==> src/rtl/pss_peak_detector.sv <==
// Peak detector for the PSS correlator magnitude stream: moving-sum threshold,
// short local-maximum search, one detection pulse per peak, then a hold-off window.
module pss_peak_detector #(
   parameter int IN_DW           = 24,
   parameter int WINDOW_LEN      = 8,
   parameter int DETECTION_SHIFT = 3,
   parameter int MIN_LEVEL       = 1000,
   parameter int TRACK_LEN       = 4,
   parameter int HOLDOFF_LEN     = 16,
   parameter int CNT_DW          = 16
) (
   input  logic              clk_i,
   input  logic              reset_ni,
   // tvalid qualifies tdata; there is no tready, so every valid sample is accepted.
   input  logic [IN_DW-1:0]  s_axis_in_tdata,
   input  logic              s_axis_in_tvalid,
   output logic              peak_detected_o,
   output logic [IN_DW-1:0]  peak_value_o,
   output logic [CNT_DW-1:0] peak_pos_o,
   output logic [2:0]        state_dbg_o
);

   localparam int LOG2_W  = $clog2(WINDOW_LEN);
   localparam int SUM_DW  = IN_DW + LOG2_W;
   localparam int CMP_DW  = SUM_DW + DETECTION_SHIFT;
   localparam int PH_MAX0 = (WINDOW_LEN > TRACK_LEN) ? WINDOW_LEN : TRACK_LEN;
   localparam int PH_MAX  = (PH_MAX0 > HOLDOFF_LEN) ? PH_MAX0 : HOLDOFF_LEN;
   localparam int PH_DW   = $clog2(PH_MAX + 1);

   localparam logic [PH_DW-1:0] FILL_LAST = PH_DW'(WINDOW_LEN - 1);
   localparam logic [PH_DW-1:0] TRK_LAST  = PH_DW'((TRACK_LEN > 0) ? TRACK_LEN - 1 : 0);
   localparam logic [PH_DW-1:0] HOLD_LAST = PH_DW'((HOLDOFF_LEN > 0) ? HOLDOFF_LEN - 1 : 0);

   typedef enum logic [2:0] {
      ST_FILL    = 3'd0,
      ST_SEARCH  = 3'd1,
      ST_TRACK   = 3'd2,
      ST_REPORT  = 3'd3,
      ST_HOLDOFF = 3'd4
   } state_t;

   state_t              state_q, state_d;
   logic [PH_DW-1:0]    phase_q, phase_d;
   logic [IN_DW-1:0]    best_q, best_d;
   logic [CNT_DW-1:0]   best_pos_q, best_pos_d;

   logic [IN_DW-1:0]    hist_q [WINDOW_LEN];
   logic [SUM_DW-1:0]   sum_q;
   logic [CNT_DW-1:0]   cnt_q;

   logic [CMP_DW-1:0]   x_scaled;
   logic [CMP_DW-1:0]   sum_scaled;
   logic                candidate;

   // sum_q covers the WINDOW_LEN samples before the current one, so x is excluded.
   assign x_scaled   = CMP_DW'(s_axis_in_tdata) << LOG2_W;
   assign sum_scaled = CMP_DW'(sum_q) << DETECTION_SHIFT;
   assign candidate  = (s_axis_in_tdata > IN_DW'(MIN_LEVEL)) && (x_scaled > sum_scaled);

   assign state_dbg_o = state_q;

   always_comb begin
      state_d    = state_q;
      phase_d    = phase_q;
      best_d     = best_q;
      best_pos_d = best_pos_q;
      case (state_q)
         ST_FILL: begin
            if (s_axis_in_tvalid) begin
               if (phase_q == FILL_LAST) begin
                  state_d = ST_SEARCH;
                  phase_d = '0;
               end else begin
                  phase_d = phase_q + PH_DW'(1);
               end
            end
         end
         ST_SEARCH: begin
            if (s_axis_in_tvalid && candidate) begin
               best_d     = s_axis_in_tdata;
               best_pos_d = cnt_q;
               phase_d    = '0;
               state_d    = (TRACK_LEN == 0) ? ST_REPORT : ST_TRACK;
            end
         end
         ST_TRACK: begin
            if (s_axis_in_tvalid) begin
               // Strict compare: on a tie the earlier sample stays the peak.
               if (s_axis_in_tdata > best_q) begin
                  best_d     = s_axis_in_tdata;
                  best_pos_d = cnt_q;
               end
               if (phase_q == TRK_LAST) begin
                  state_d = ST_REPORT;
                  phase_d = '0;
               end else begin
                  phase_d = phase_q + PH_DW'(1);
               end
            end
         end
         ST_REPORT: begin
            phase_d = '0;
            state_d = (HOLDOFF_LEN == 0) ? ST_SEARCH : ST_HOLDOFF;
         end
         ST_HOLDOFF: begin
            if (s_axis_in_tvalid) begin
               if (phase_q == HOLD_LAST) begin
                  state_d = ST_SEARCH;
                  phase_d = '0;
               end else begin
                  phase_d = phase_q + PH_DW'(1);
               end
            end
         end
         default: begin
            state_d = ST_FILL;
            phase_d = '0;
         end
      endcase
   end

   always_ff @(posedge clk_i) begin
      if (!reset_ni) begin
         state_q    <= ST_FILL;
         phase_q    <= '0;
         best_q     <= '0;
         best_pos_q <= '0;
      end else begin
         state_q    <= state_d;
         phase_q    <= phase_d;
         best_q     <= best_d;
         best_pos_q <= best_pos_d;
      end
   end

   // History, running sum and sample index advance in every state, REPORT included.
   always_ff @(posedge clk_i) begin
      if (!reset_ni) begin
         for (int i = 0; i < WINDOW_LEN; i++) hist_q[i] <= '0;
         sum_q <= '0;
         cnt_q <= '0;
      end else if (s_axis_in_tvalid) begin
         hist_q[0] <= s_axis_in_tdata;
         for (int i = 1; i < WINDOW_LEN; i++) hist_q[i] <= hist_q[i-1];
         sum_q <= sum_q + SUM_DW'(s_axis_in_tdata) - SUM_DW'(hist_q[WINDOW_LEN-1]);
         cnt_q <= cnt_q + CNT_DW'(1);
      end
   end

   always_ff @(posedge clk_i) begin
      if (!reset_ni) begin
         peak_detected_o <= 1'b0;
         peak_value_o    <= '0;
         peak_pos_o      <= '0;
      end else begin
         peak_detected_o <= (state_q == ST_REPORT);
         if (state_q == ST_REPORT) begin
            peak_value_o <= best_q;
            peak_pos_o   <= best_pos_q;
         end
      end
   end

endmodule

==> config.mk <==
export PLATFORM = sky130hd
export DESIGN_NAME = pss_peak_detector
export DESIGN_NICKNAME = d
export VERILOG_FILES = /design/src/rtl/pss_peak_detector.sv
export SDC_FILE = /design/constraint.sdc
export NUM_CORES = 1
export LEC_CHECK = 0
export ABC_AREA = 1
export CAP_MARGIN = 5
export CORE_ASPECT_RATIO = 1.2
export CORE_MARGIN = 8
export CORE_UTILIZATION = 45
export DETAILED_ROUTE_END_ITERATION = 8
export PLACE_DENSITY_LB_ADDON = 0.12
export SLEW_MARGIN = 20
export SYNTH_ARGS = -nofsm -noshare
export SYNTH_HDL_FRONTEND = slang
export SYNTH_SLANG_ARGS = --single-unit
export TNS_END_PERCENT = 30
==> constraint.sdc <==
create_clock -name clk_i -period 4.6 [get_ports clk_i]
set_input_delay 0.92 -clock clk_i [delete_from_list [all_inputs] [get_ports clk_i]]
set_output_delay 0.92 -clock clk_i [all_outputs]
set_load 0.03 [all_outputs]
# Word-level counts from Yosys, hierarchy flattened
# Memory sizes are Yosys's and may differ from the RTL's.
# Cells that the tools add are included.
# word_totals
register_bits	132
latch_bits	0
ramBits	192
memories	1
output_inout_bits	44
romBits	0
in_bits	27
wordCells	83
# op_classes
muxes	36
n_eq_ne	15
n_bitwise	8
n_reduce_logical	7
add_sub_neg	4
n_div	0
order_cmp	3
shifts	0
mul	0
# mem_list
memory	words	width	rd	rd_clocked_by_memory_dff	wr	line	rtl
hist_q	8	24	8	0	8	47	logic [IN_DW-1:0] hist_q [WINDOW_LEN];
# op_table
cell	count
two-way mux 24 bit	11
two-way mux 16 bit	3
one-hot mux 24 bit (2 select lines)	1
two-way mux 5 bit	7
one-hot mux 16 bit (2 select lines)	1
> comparator 27 x 30 -> 1 bit	1
adder 27 x 24 -> 27 bit	1
subtractor 27 x 24 -> 27 bit	1
> comparator 24 x 10 -> 1 bit, second input constant	1
> comparator 24 bit	1
two-way mux 3 bit	7
one-hot mux 5 bit (4 select lines)	1
adder 16 x 1 -> 16 bit, second input constant	1
inequality test 2 bit, second input constant	8
one-hot mux 3 bit (5 select lines)	1
bitwise OR 1 bit	8
AND reduction 4 bit	2
AND reduction 7 bit	1
== test 3 x 2 -> 1 bit, second input constant	2
adder 5 x 1 -> 5 bit, second input constant	1
== test 5 x 2 -> 1 bit, second input constant	1
== test 5 x 3 -> 1 bit, second input constant	1
== test 5 x 4 -> 1 bit, second input constant	1
two-way mux 1 bit	4
5 further kinds	6

# Logic depth before layout (Yosys ltp)
# depth
ltp_word	5
depth_mapped	18
depth_no_buf	17

# Worst setup path before layout
# No wires, ideal clock.
# synth_timing
kind	input -> register
startpoint	in reset_ni
endpoint	mem hist_q[0][0], enable pin
setup_ns	0.470
path_stages	5
setup_slack_ns	0.447
t_arrival_ns	3.684
t_required_ns	4.130
path_cell_list	clkbuf_1 inv_1 nor2_1 inv_1 buf_2
# synth_lines
item	line	rtl
from (decl)	13	input logic reset_ni,
to (decl)	47	

# Final worst setup path
# layout_timing
startpoint	in s_axis_in_tdata[3]
endpoint	reg sum_q[16]
# layout_via
elab_chain_cells	2
# layout_lines
item	line	rtl
from (decl)	15	input logic [IN_DW-1:0] s_axis_in_tdata,
adder 27 x 24 -> 27 bit	145	sum_q <= sum_q + SUM_DW'(s_axis_in_tdata) - SUM_DW'(hist_q[WINDOW_LEN-1]);
subtractor 27 x 24 -> 27 bit	145	
to (signal assigned)	145	
to (decl)	48	logic [SUM_DW-1:0] sum_q;
# No other way between the ends.
# A chain may end at the register's enable or synchronous reset.

==> reports/summary.log <==
qor: outcome.run_status complete, no violations
qor: critical_path.cpMaxStageDelayCell sky130_fd_sc_hd__clkdlybuf4s50_1
qor: logic_synthesis.post_synth.cell_area_avg 8.63 sq um
qor: power_and_ir_drop.cellPowerDensity 551 nW/um^2
qor: timing.finClkSkew 20.8 ps
qor: cells_and_area.area_overhead_of_the_layout_relative_to_synthesis 15.3%
qor: cells_and_area.area.sequential 8410 sq um
qor: floorplan.vertical_extent_of_the_die 221 microns
qor: route.drt_pass1_iterations 5
qor: route.detailroute.via_count 11,416
qor: power_and_ir_drop.leakagePower 8.46 nW
qor: route.drc_errors 0
qor: global_route.grt_max_degree 162
qor: timing.final_setup_violation_count 0
qor: critical_path.rr_endpoint sum_q[16]$_SDFFE_PN0P_
qor: power_and_ir_drop.power.share.clock 29.0%
qor: cells_and_area.post_route_cells_drive_above_1_share 4.92%
qor: power_and_ir_drop.max-vdd-ir-drop 0.219 mV
qor: logic_synthesis.post_synth_instance_area 15,800 sq um
qor: route.routedWlPerCell 14.7 microns
qor: min_path.hold_depth 2
qor: critical_path.critPathRequiredTime 4980 ps
qor: logic_synthesis.ys.warnings.count 0
qor: power_and_ir_drop.post-layout-total-power 10.0 mW
qor: logic_synthesis.postSynth.asyncResetShare 0%
qor: clock_network.tritoncts done
qor: critical_path.worst_path_arrival 4150 ps
qor: clock_network.cts.hold.buffers_added 0
qor: cells_and_area.fin_nets 2,035
qor: logic_synthesis.cell_types_occupying_the_most_area_after_synthesis sky130_fd_sc_hd__edfxtp_1, sky130_fd_sc_hd__dfxtp_1, sky130_fd_sc_hd__inv_1
qor: global_route.globalRouteOverflowTotal 0
qor: critical_path.regToRegSetupSlack 1440 ps
qor: logic_synthesis.number_of_enable_flip_flop_cells_after_synthesis 192
qor: logic_synthesis.synth_top_area_cell sky130_fd_sc_hd__edfxtp_1
qor: route.antenna_left 0
qor: placed_design.hpwl_after_detailed_placement 24.4 mm
qor: placed_design.place.gp.congestion 0.871
qor: clock_network.post_cts.repair.setup_buffers 0
qor: power_and_ir_drop.switching_power 3.61 mW
qor: clock_network.clock_sink_count 324
qor: timing.post_route_worst_hold_slack 452 ps
qor: global_route.antenna_violations_before_repair 0
qor: critical_path.critical_path.max_stage_delay 600 ps
qor: clock_network.cts_made_buffers 36
qor: logic_synthesis.post_synthesis_net_count 1,965
qor: clock_network.insertion_delay_to_the_later_sink_of_the_worst_skew_pair 530 ps
qor: floorplan.initial_core_util 45.5%
qor: logic_synthesis.postSynthCellCount 1,833
qor: route.wl 35.0 mm
qor: logic_synthesis.postSynthRegisterBits 324
qor: critical_path.worst_path_most_repeated_cell sky130_fd_sc_hd__nand2_1
qor: logic_synthesis.synth-seq-area-share 53.1%
qor: timing.finalMaxSlewViolations 0
qor: logic_synthesis.netlist.area_leader.share 36.4%
qor: critical_path.worst_setup_path_end_kind flop
qor: job.cap_viol_max_count 0
qor: power_and_ir_drop.power_switching_share 35.9%
qor: critical_path.worstRegToRegCells 14
qor: cells_and_area.antennaDiodeCount 0
qor: timing.final_setup_slack_of_the_worst_path 825 ps
qor: critical_path.critPathLaunchType primary input
qor: timing.setup_repair_after_global_routing_missed_its_margin no
qor: critical_path.timing.setup.critical_path_class in -> reg
qor: clock_network.cts.root.buffer_cell sky130_fd_sc_hd__clkbuf_16
qor: min_path.timing.hold.worst.class reg -> reg
qor: timing.worst_pin_slew 870 ps
qor: timing.hold_violations 0
qor: timing.layout_min_cycle_time 3770 ps
qor: floorplan.fp.dieW 187 microns
qor: clock_network.cts.clk_slew.worst_paths 60 ps
qor: clock_network.clk_path_buf_depth 3
qor: critical_path.critPathMaxFanout 5
qor: critical_path.worst_path_cell_trace clkdlybuf4s50_1 -> inv_1 -> fa_1 -> inv_1 -> ha_1 -> nand2_1 -> o21ai_1 -> a21boi_0 -> o21bai_1 -> nand2_1 -> nand2_1 -> nand2_1 -> nand2_1 -> o22ai_1
qor: floorplan.core.rowCount 75
qor: placed_design.io_buffer_count 70
qor: route.drt_iter0_markers 788
qor: clock_network.cts_resized 0
qor: clock_network.cts_h_tree_depth 2
qor: route.route.detailed.vias_per_inst 4.77
qor: timing.achievable-frequency 265 MHz
qor: power_and_ir_drop.pwr-share-comb 34.7%
qor: timing.final.period_utilization 82.1%
qor: min_path.whs_endpoint peak_pos_o[0]$_SDFFE_PN0P_
qor: floorplan.dieArea 41,400 sq um
qor: critical_path.reg2reg_from sum_q[0]$_SDFFE_PN0P_
qor: floorplan.ioPinCount 71
qor: power_and_ir_drop.sequentialPowerShare 36.4%
qor: logic_synthesis.number_of_unique_standard_cell_types_used_by_synthesis 42
qor: cells_and_area.multi_input_area 5710 sq um
qor: placed_design.post_place_worst_slack 308 ps
qor: floorplan.floorplan.core_area 34,800 sq um
qor: timing.timing.setup.tns 0 ps
qor: global_route.global_route.usage.total 16.8%
qor: timing.relSlewSlack 42.0%
qor: min_path.min_from best_pos_q[0]$_SDFFE_PN0P_
qor: global_route.global_route_wire_length_before_repair 56.9 mm
qor: global_route.vias_in_the_first_global_route 10,924
qor: power_and_ir_drop.power.internal 6.43 mW
qor: cells_and_area.fill_cells 3,314
qor: logic_synthesis.most_used_dff_post_synth sky130_fd_sc_hd__edfxtp_1
==> power groups by stage <==
stage | registers, mW | clock network [mW] | logic, mW
2_1_floorplan | 3.72 | 0 | 2.53
3_3_place_gp | 3.70 | 0 | 3.46
3_5_place_dp | 3.71 | 0 | 3.48
4_1_cts | 3.65 | 3.00 | 3.50
5_1_grt | 3.70 | 3.11 | 4.05
6_report | 3.65 | 2.91 | 3.48
==> cell usage after synthesis (all sizes together) (3+ instances only) <==
master,count
and2,3
nand3,39
nor4,4
xor2,4
o21bai,5
nand4,13
nand2,313
o22ai,5
nor2,313
a21o,5
clkbuf,41
ha,81
dfxtp,132
fa,24
nor3,18
o21ai,106
edfxtp,192
inv,390
a21oi,123
buf,13
==> layer usage <==
metal / GRT usage, % / vias up / routed length (microns)
li1: - / 5882 / -
met3: 3.04 / 60 / 1290
met5: 0 / - / 0
met4: 5.67 / 0 / 993
met1: 21.9 / 5287 / 16000
met2: 28.0 / 187 / 16700
==> worst max-delay path by stage <==
stage,start,endpoint,slack [ps],depth (start not counted)
4_1_cts,s_axis_in_tdata[3],sum_q[16]$_SDFFE_PN0P_,870,14
5_1_grt,s_axis_in_tdata[4],sum_q[21]$_SDFFE_PN0P_,650,14
2_1_floorplan,reset_ni,hist_q[0][0]$_SDFFCE_PN0P_,450,5
3_3_place_gp,s_axis_in_tdata[3],sum_q[16]$_SDFFE_PN0P_,260,14
6_report,s_axis_in_tdata[3],sum_q[16]$_SDFFE_PN0P_,830,14
3_5_place_dp,s_axis_in_tdata[3],sum_q[16]$_SDFFE_PN0P_,310,14
==> area by class of cell <==
class | instances | area share [%]
well taps | 462 | 3.17
flip-flops and latches | 324 | 46.1
clock buffers | 50 | 5.74
inverters | 390 | 8.07
multi-input cells | 1065 | 31.3
clock inverters | 14 | 0.885
repair buffers | 86 | 4.76
==> flip-flops by register name, summed over array words and instances (netlist names) <==
register and flops:
hist_q 192, sum_q 27, best_q 24, peak_value_o 24
best_pos_q 16, cnt_q 16, peak_pos_o 16, phase_q 5
state_dbg_o 3, peak_detected_o 1
==> through the flow <==
| step | utilization (%) | area (sq um) | cells |
|---|---|---|---|
| final | 52.4 | 18200 | 2391 |
| after global routing | 52.4 | 18200 | 2391 |
| after CTS | 52.4 | 18200 | 2391 |
| after detailed placement | 48.9 | 17000 | 2327 |
| after global placement | 48.9 | 17000 | 2327 |
| after floorplan | - | 15800 | 1833 |
==> cells by family (layout without fill, tap and decap cells) <==
group | Yosys count | count (layout) | share of synthesized area, %
and+or+nand+nor | 706 | 706 | 18.1
AOI/OAI and AO/OA | 249 | 249 | 8.14
buffers and inverters | 444 | 540 | 10.9
adders and majority gates | 105 | 105 | 9.44
xor gates and xnor gates | 5 | 5 | 0.277
DFF | 324 | 324 | 53.1
==> worst max-delay path, delay by kind of cell <==
family	cells	cell delay, ps
AOI/OAI and AO/OA	4	1050
adders and majority gates	2	900
buffers and inverters	3	820
and+or+nand+nor	5	460
==> layout by cell type, fill, tap and decap left out, types with 2 or more instances in the layout <==
cell	n
sky130_fd_sc_hd__inv_1	386
sky130_fd_sc_hd__nor2_1	308
sky130_fd_sc_hd__nand2_1	302
sky130_fd_sc_hd__edfxtp_1	192
sky130_fd_sc_hd__dfxtp_1	132
sky130_fd_sc_hd__a21oi_1	123
sky130_fd_sc_hd__o21ai_0	103
sky130_fd_sc_hd__ha_1	81
sky130_fd_sc_hd__clkdlybuf4s50_1	69
sky130_fd_sc_hd__clkbuf_16	39
sky130_fd_sc_hd__nand3_1	37
sky130_fd_sc_hd__fa_1	24
sky130_fd_sc_hd__nor3_1	16
sky130_fd_sc_hd__nand4_1	13
sky130_fd_sc_hd__buf_4	13
sky130_fd_sc_hd__nand2_2	9
sky130_fd_sc_hd__clkbuf_1	8
sky130_fd_sc_hd__a21o_1	5
sky130_fd_sc_hd__o21bai_1	5
sky130_fd_sc_hd__o22ai_1	5
sky130_fd_sc_hd__nor2_2	4
sky130_fd_sc_hd__nor4_1	4
sky130_fd_sc_hd__xor2_1	4
sky130_fd_sc_hd__clkinv_2	4
sky130_fd_sc_hd__buf_12	4
sky130_fd_sc_hd__inv_2	3
sky130_fd_sc_hd__and2_1	3
sky130_fd_sc_hd__o21ai_1	3
sky130_fd_sc_hd__clkbuf_8	3
sky130_fd_sc_hd__clkinv_1	3
sky130_fd_sc_hd__bufinv_16	3
sky130_fd_sc_hd__nand2_4	2
sky130_fd_sc_hd__nor3_4	2
sky130_fd_sc_hd__clkinvlp_4	2
Note: power is estimated with default switching activity, not from simulation.
